--- src/rtl/ep_scan_if.sv ---
// Signal bundle between the indicator scan controller and its host/EP converter.
// The host side (master) supplies load data and the converter result; the controller (slave) drives the display.
interface ep_scan_if #(
  parameter int NDIG = 4
);
  logic [4*NDIG-1:0] D;
  logic              LD;
  logic              ACK;
  logic              LZB;
  logic [3:0]        X;
  logic [3:0]        Y;
  logic [3:0]        SEG;
  logic [NDIG-1:0]   AN;
  logic              FRM;

  modport master (
    output D, LD, LZB, Y,
    input  ACK, X, SEG, AN, FRM
  );

  modport slave (
    input  D, LD, LZB, Y,
    output ACK, X, SEG, AN, FRM
  );
endinterface

--- src/rtl/ep_scan_ctrl.sv ---
// Time-multiplexed scan controller: one shared EP code converter serves NDIG digits,
// with a blank phase per slot, leading-zero blanking and frame-synchronous double-buffered loads.
module ep_scan_ctrl #(
  parameter int NDIG      = 4,
  parameter int DWELL     = 16,
  parameter int BLANK_CYC = 2
) (
  input  logic       TG,
  input  logic       nRST,
  ep_scan_if.slave   bus
);

  localparam int CW = $clog2(DWELL);
  localparam int IW = $clog2(NDIG);
  localparam int DW = 4 * NDIG;

  localparam logic [CW-1:0]   CNT_LAST = CW'(DWELL - 1);
  localparam logic [CW-1:0]   CNT_SHOW = CW'(BLANK_CYC - 1);
  localparam logic [IW-1:0]   IDX_LAST = IW'(NDIG - 1);
  localparam logic [NDIG-1:0] AN_OFF   = '1;

  logic [CW-1:0]   cnt_q, cnt_d;
  logic [IW-1:0]   idx_q, idx_d;
  logic [DW-1:0]   disp_q, disp_d;
  logic [DW-1:0]   pend_q, pend_d;
  logic            pend_vld_q, pend_vld_d;
  logic [3:0]      x_q, x_d;
  logic [3:0]      seg_q, seg_d;
  logic [NDIG-1:0] an_q, an_d;
  logic            ack_q, ack_d;
  logic            frm_q, frm_d;

  logic slot_end;
  logic wrap;
  logic lz_blank;

  assign slot_end = (cnt_q == CNT_LAST);
  assign wrap     = slot_end && (idx_q == IDX_LAST);

  // A digit is blanked when it and every more significant digit are zero.
  always_comb begin
    lz_blank = bus.LZB && (idx_q != '0);
    for (int i = 0; i < NDIG; i++) begin
      if ((i >= int'(idx_q)) && (disp_q[4*i +: 4] != 4'h0)) lz_blank = 1'b0;
    end
  end

  // NOTE: every signal gets a default before any branch, so no path leaves it unassigned and no latch is inferred.
  always_comb begin
    cnt_d      = cnt_q + 1'b1;
    idx_d      = idx_q;
    disp_d     = disp_q;
    pend_d     = pend_q;
    pend_vld_d = pend_vld_q;
    x_d        = x_q;
    seg_d      = seg_q;
    an_d       = an_q;
    ack_d      = 1'b0;
    frm_d      = 1'b0;

    if (bus.LD) begin
      pend_d     = bus.D;
      pend_vld_d = 1'b1;
    end

    // Frame boundary: a load on this very edge wins over the older pending value.
    if (wrap) begin
      frm_d      = 1'b1;
      pend_vld_d = 1'b0;
      if (bus.LD) begin
        disp_d = bus.D;
        ack_d  = 1'b1;
      end else if (pend_vld_q) begin
        disp_d = pend_q;
        ack_d  = 1'b1;
      end
    end

    // X is taken from the post-commit buffer so digit 0 of a new frame already shows new data.
    if (slot_end) begin
      cnt_d = '0;
      idx_d = wrap ? '0 : idx_q + 1'b1;
      an_d  = AN_OFF;
      x_d   = disp_d[4*idx_d +: 4];
    end

    if (cnt_q == CNT_SHOW) begin
      seg_d = bus.Y;
      if (!lz_blank) an_d = ~(NDIG'(1) << idx_q);
    end
  end

  // NOTE: state updates use non-blocking assignments so all flops sample pre-edge values together.
  // NOTE: the display and pending buffers are reset too, so a fresh start shows zeros and discards stale loads.
  always_ff @(posedge TG or negedge nRST) begin
    if (!nRST) begin
      cnt_q      <= '0;
      idx_q      <= '0;
      disp_q     <= '0;
      pend_q     <= '0;
      pend_vld_q <= 1'b0;
      x_q        <= 4'h0;
      seg_q      <= 4'h0;
      an_q       <= AN_OFF;
      ack_q      <= 1'b0;
      frm_q      <= 1'b0;
    end else begin
      cnt_q      <= cnt_d;
      idx_q      <= idx_d;
      disp_q     <= disp_d;
      pend_q     <= pend_d;
      pend_vld_q <= pend_vld_d;
      x_q        <= x_d;
      seg_q      <= seg_d;
      an_q       <= an_d;
      ack_q      <= ack_d;
      frm_q      <= frm_d;
    end
  end

  assign bus.X   = x_q;
  assign bus.SEG = seg_q;
  assign bus.AN  = an_q;
  assign bus.ACK = ack_q;
  assign bus.FRM = frm_q;

endmodule

--- src/flat_wrapper.sv ---
// flat-port wrapper written by rule: the top's interface ports become plain ports
module ep_scan_ctrl_flat 
#(
  parameter int NDIG      = 4,
  parameter int DWELL     = 16,
  parameter int BLANK_CYC = 2
)
  (TG, nRST, bus_D, bus_LD, bus_LZB, bus_Y, bus_ACK, bus_X, bus_SEG, bus_AN, bus_FRM);
  ep_scan_if #(.NDIG(NDIG)) bus_i ();
  input  logic TG;
  input  logic nRST;
  input wire logic [$bits(bus_i.D)-1:0] bus_D;
  input wire logic [$bits(bus_i.LD)-1:0] bus_LD;
  input wire logic [$bits(bus_i.LZB)-1:0] bus_LZB;
  input wire logic [$bits(bus_i.Y)-1:0] bus_Y;
  output wire logic [$bits(bus_i.ACK)-1:0] bus_ACK;
  output wire logic [$bits(bus_i.X)-1:0] bus_X;
  output wire logic [$bits(bus_i.SEG)-1:0] bus_SEG;
  output wire logic [$bits(bus_i.AN)-1:0] bus_AN;
  output wire logic [$bits(bus_i.FRM)-1:0] bus_FRM;
  assign bus_i.D = bus_D;
  assign bus_i.LD = bus_LD;
  assign bus_i.LZB = bus_LZB;
  assign bus_i.Y = bus_Y;
  assign bus_ACK = bus_i.ACK;
  assign bus_X = bus_i.X;
  assign bus_SEG = bus_i.SEG;
  assign bus_AN = bus_i.AN;
  assign bus_FRM = bus_i.FRM;
  ep_scan_ctrl #(.NDIG(NDIG), .DWELL(DWELL), .BLANK_CYC(BLANK_CYC)) u_core (.TG(TG), .nRST(nRST), .bus(bus_i));
endmodule
--- config.mk ---
export PLATFORM = sky130hd
export DESIGN_NAME = ep_scan_ctrl_flat
export DESIGN_NICKNAME = d
export VERILOG_FILES = /design/src/rtl/ep_scan_if.sv /design/src/rtl/ep_scan_ctrl.sv /design/src/flat_wrapper.sv
export SDC_FILE = /design/constraint.sdc
export NUM_CORES = 1
export LEC_CHECK = 0
export BUFFER_PORTS_ARGS = -buffer_cell sky130_fd_sc_hd__clkbuf_2
export CORE_UTILIZATION = 50
export CTS_BUF_LIST = sky130_fd_sc_hd__clkbuf_4
export DETAILED_ROUTE_END_ITERATION = 6
export GPL_TIMING_DRIVEN = 0
export PLACE_DENSITY = 0.86
export RECOVER_POWER = 25
export SKIP_LAST_GASP = 1
export SYNTH_ARGS = -nofsm -noshare
export SYNTH_HDL_FRONTEND = slang
export SYNTH_SLANG_ARGS = --single-unit
--- constraint.sdc ---
create_clock -name TG -period 1.7 [get_ports TG]
set_input_delay 0.34 -clock TG [delete_from_list [all_inputs] [get_ports TG]]
set_output_delay 0.34 -clock TG [all_outputs]
set_load 0.01 [all_outputs]
### Word level (Yosys, flattened, before mapping)

Index checks and enable logic that the tools add are counted.

| storage, ports and cells | value |
|---|---|
| output and inout port bits | 14 |
| bits of input ports | 24 |
| bits in registers | 53 |
| logic and storage cells | 50 |

| operators by class | value |
|---|---|
| eq/ne operators | 3 |
| magnitude comparators | 3 |
| bitwise gates (word level) | 1 |
| reductions and logical operators | 11 |
| add/subtract/negate cells | 2 |
| shift operators | 2 |
| mux-type cells | 18 |

Operator list:

| cell | number |
|---|---|
| $mux W16 | 3 |
| $mux W4 | 4 |
| $reduce_bool A4 Y1 | 4 |
| $shiftx A16 B5 Y4 | 1 |
| $mux W1 | 10 |
| $logic_and A1 B1 Y1 | 5 |
| $add A4 B1 Y4 const B | 1 |
| $eq A4 B1 Y1 const B | 1 |
| $eq A4 B4 Y1 const B | 1 |
| $ge A1 B2 Y1 const A | 2 |
| $not A4 Y4 | 1 |
| $reduce_bool A2 Y1 | 2 |
| $shl A1 B2 Y4 const A | 1 |
| $add A2 B1 Y2 const B | 1 |
| $eq A2 B2 Y1 const B | 1 |
| $ge A2 B2 Y1 const A | 1 |
| $mux W2 | 1 |

### Longest topological paths before layout

| depth | value |
|---|---|
| depth after elaboration | 8 |
| mapped depth | 7 |
| mapped depth without buffers | 7 |

### Worst setup path before layout

OpenSTA, ideal clock, no wires.

| timing | value |
|---|---|
| path kind | register -> register |
| from | reg u_core.idx_q[0] |
| to | reg u_core.x_q[1] (netlist: u_core.bus.X[1]) |
| data required time | 1.580 ns |
| clock period less this slack | 1.603 ns |
| setup time | 0.120 ns |
| cell stages (with the launch flop) | 7 |
| setup slack | 0.097 ns |
| buffers on the path | 1 |
| arrival time | 1.483 ns |
| cells stage by stage | dfrtp_1 inv_1 ha_1 clkbuf_1 nor3_1 o211ai_1 and3_1 |

| on the way | value |
|---|---|
| word-level cells in the longest chain between the ends | 4 |
| elaborated cells on any way between the ends | 6 |
| those cells by class | 1 x add/sub; 1 x eq/ne; 1 x shift; 2 x mux; 1 x reduce/logical |

Ends and longest elaborated chain:

| what | RTL line | RTL |
|---|---|---|
| from (decl) | ep_scan_ctrl.sv:23 | `logic [IW-1:0] idx_q, idx_d;` |
| from (signal assigned) | ep_scan_ctrl.sv:109 | `idx_q <= idx_d;` |
| branches (longest 3 deep; another with $add A2 B1 Y2) | n/a |  |
| $shiftx A16 B5 Y4 (*) | ep_scan_ctrl.sv:84 | `x_d = disp_d[4*idx_d +: 4];` |
| to (signal assigned) | ep_scan_ctrl.sv:102 | `x_q <= 4'h0;` |
| to (signal assigned) | ep_scan_ctrl.sv:113 | `x_q <= x_d;` |
| to (decl) | ep_scan_ctrl.sv:27 | `logic [3:0] x_q, x_d;` |

Mark *: on every way between the ends.
A chain may end at the register's enable or synchronous reset.

### Worst setup path after layout

| timing | value |
|---|---|
| from | reg u_core.idx_q[1] |
| to | reg u_core.x_q[2] (netlist: u_core.bus.X[2]) |

The elaborated chain is that of the path after synthesis.

==> flow_summary.yaml <==
clock_network:
  htreeDepth: 2
  insertion_delay_ns: 0.37
  path_clk_slew_ns: 0.14
  clockRootBuffer: "clkbuf_4"
  clockBufferDepth: 2
  cts_buffers: 5
  cts_tree: "built"
  cts.sinks: 53
global_routing:
  grt_start_max_net_pins: 54
  grt_pass1_wl_um: 7570
  overflow: 0
  antenna_found_initial: 0
  grt_util_all_layers: 0.195
  grt_pass1_vias: 1674
layout:
  diodes: 0
  fin_util: 0.629
  mostFrequentLayoutCell: "dfrtp_1"
  layout-drive-gt1-share: 0.359
  final_nets: 285
  final_cell_mix: "48 x dfrtp_1, 36 x clkbuf_2, 28 x nand2_1"
  final_cells: 308
  syn2layout_area_growth_pct: 19.0
pwr:
  p_sw_w: 0.000465
  p_per_area_nw_per_um2: 741
  pwr-share-clk: 0.287
  power_leakage_nw: 1.36
  comb_power_share: 0.072
  p_sw_frac: 0.226
  internal-power_w: 0.00159
  seq_power_share: 0.641
  peakVddDrop_uv: 480
yosys:
  yosys.area.top_type_share: 0.526
  synth_seq_cells: 53
  netlist_area_um2: 2330
  synth_cells: 206
  postSynthAreaPerCell_um2: 11.3
  async_flop_share: 1.00
  ys_seq_area_frac: 0.571
  synth_top_cell_by_area: "dfrtp_1"
  synth_edf_count: 0
  ys_types: 41
  yosysWarnings: 0
  syn_nets: 236
  synth_top_flop_cell: "dfrtp_1"
  synthTopCellsByArea: "dfrtp_1 53%, mux2_2 7.7%, dfstp_2 4.5%, nand2_1 4.5%, mux2i_1 4.3%"
critical_path:
  cp_data_arrival_time_ns: 1.97
  worstPathCellList: "ha_4 -> nand4_2 -> buf_6 -> nor3_1 -> o21ai_0 -> and3_1"
  cp.required_ns: 1.98
  reg2reg_to: "u_core.bus.X[2]"
  rrSetupSlack_ns: 0.009
  cp_num_buf_inv: 1
  critPathLaunchType: "register"
  r2r_cells: 6
  crit_path_max_incr_delay_ns: 0.45
  slowest_stage: "dfrtp_1"
  r2r-start: "u_core.idx_q[1]"
  worstPathMaxFanout: 10
  setup.worst_path.start: "u_core.idx_q[1]"
  worstSetupPathType: "register to register"
  endpoint_kind: "register"
  cpLargestDelayFamily: "simple AND/OR/NAND/NOR gates"
status:
  status: "complete, no violations"
floorplanning:
  die_h_um: 70.3
  start_util: 0.528
  dieArea_um2: 4940
  io_pins: 38
  core_area_um2: 4410
  placementRows: 24
  die_w_um: 70.3
route:
  first_iter_violations: 92
  drt_wl_total_um: 4490
  vias: 1678
  via_per_inst: 5.45
  dr.pass1.iters: 4
  drtAntennaViolNets: 0
  drcViolationCount: 0
  avgRoutedWirePerCell_um: 14.6
hold_path:
  hold_path_end: "u_core.bus.SEG[2]"
  hold_path.class: "input pin to register"
  hold_path_depth: 2
  worstHoldStart: "bus_Y[2]"
placed_design:
  numPortBuffers: 37
  gp_congestion: 0.824
  hpwl_um: 3170
  place_inst: 295
  dp_slack_ns: -0.250
timing:
  period_minus_slack_ns: 1.69
  maxSlewHeadroom: 0.403
  max_freq_mhz: 591
  period_share: 0.995
  fin_worst_skew_ns: 0.00341
  finalHoldViolCount: 0
  worstMarginPinSlew_ns: 0.895
  rsz0062_at_grt: "true"
  setup_ws_ns: 0.00923
  slew_violations: 0
  setup_viol: 0
run:
  cap_violations: 0
==> sequential cells by signal, indices dropped and copies added, names as in the netlist <==
register,flops
u_core.pend_q,16
u_core.bus.SEG,4
u_core.bus.AN,4
u_core.bus.X,4
u_core.disp_q,16
u_core.bus.ACK,1
u_core.pend_vld_q,1
u_core.idx_q,2
u_core.bus.FRM,1
u_core.cnt_q,4
==> per-layer routing <==
layer	share of wire	wire, um	global-route usage	vias to the layer above
met1	0.46	2050	0.260	818
met4	0.015	67	0.0467	0
met5	0	0	0	-
met2	0.49	2200	0.316	39
li1	-	-	-	814
met3	0.039	175	0.0534	7
==> cells in the mapped netlist (3+ instances only) <==
cell and n:
a21oi_1 6, a31oi_1 3, and3_1 5, buf_2 5, dfrtp_1 49, dfstp_2 4
ha_1 6, inv_1 8, mux2_2 16, mux2i_1 10, nand2_1 28, nor2_1 14
nor3_1 5, nor4_1 3, o21ai_0 12
==> power by group through the flow <==
stage / sequential, W / combinational [W] / clock (W)
3_3_place_gp: 0.00134 / 0.000139 / 0
6_report: 0.00132 / 0.000147 / 0.000591
4_1_cts: 0.00132 / 0.000144 / 0.000597
5_1_grt: 0.00132 / 0.000166 / 0.000662
3_5_place_dp: 0.00134 / 0.000143 / 0
2_1_floorplan: 0.00134 / 0.0000729 / 0
==> cell type report <==
class	count	area, um^2
plain buffers	7	47.5
clock buffers	8	60.1
fillers	356	1640
inverters	10	40.0
multi-input cells	135	987
flip-flops and latches	53	1330
well taps	52	65.1
repair buffers	43	244
==> per-stage QoR <==
step	hold slack, ns	TNS, ns	area, um^2	total power, W
after floorplan	0.0444	0	2330	0.00141
after global placement	0.466	-0.692	2580	0.00148
after detailed placement	0.473	-0.816	2580	0.00149
after CTS	0.179	-0.0112	2680	0.00206
after global routing	0.162	-0.155	2780	0.00215
final	0.190	0	2780	0.00206
==> what timing repair did <==
item                                   4_1_cts  5_1_grt
setup buffers                                3        1
gates resized for setup                      4       10
hold buffers                                 0        1
setup endpoints to repair                    4        5
endpoints found under the hold margin        0       15
pin swaps                                    2        0
==> logic make-up (layout without fill, tap and decap cells) <==
| kind of cell | Yosys count | after routing | synth area share |
|---|---|---|---|
| AO/OA/AOI/OAI | 35 | 35 | 0.0955 |
| adder cells (fa/ha/maj) | 6 | 6 | 0.0322 |
| XOR/XNOR | 1 | 1 | 0.00376 |
| flip-flops | 53 | 53 | 0.571 |
| buffers and inverters | 18 | 68 | 0.0370 |
| AND/OR/NAND/NOR | 67 | 67 | 0.141 |
| multiplexers | 26 | 26 | 0.120 |
==> worst reg2reg max path, cell delays in order (launching register included) <==
cell,delay (ns)
dfrtp_1,0.45
ha_4,0.18
nand4_2,0.16
buf_6,0.20
nor3_1,0.27
o21ai_0,0.15
and3_1,0.20
==> how the worst max path moves through the flow <==
stage          depth (start not counted)               to
2_1_floorplan                          6  u_core.bus.X[1]
6_report                               6  u_core.bus.X[2]
5_1_grt                                6  u_core.bus.X[2]
4_1_cts                                6  u_core.bus.X[3]
3_5_place_dp                           6  u_core.bus.X[1]
3_3_place_gp                           6  u_core.bus.X[0]
(Power assumes the default switching activity.)
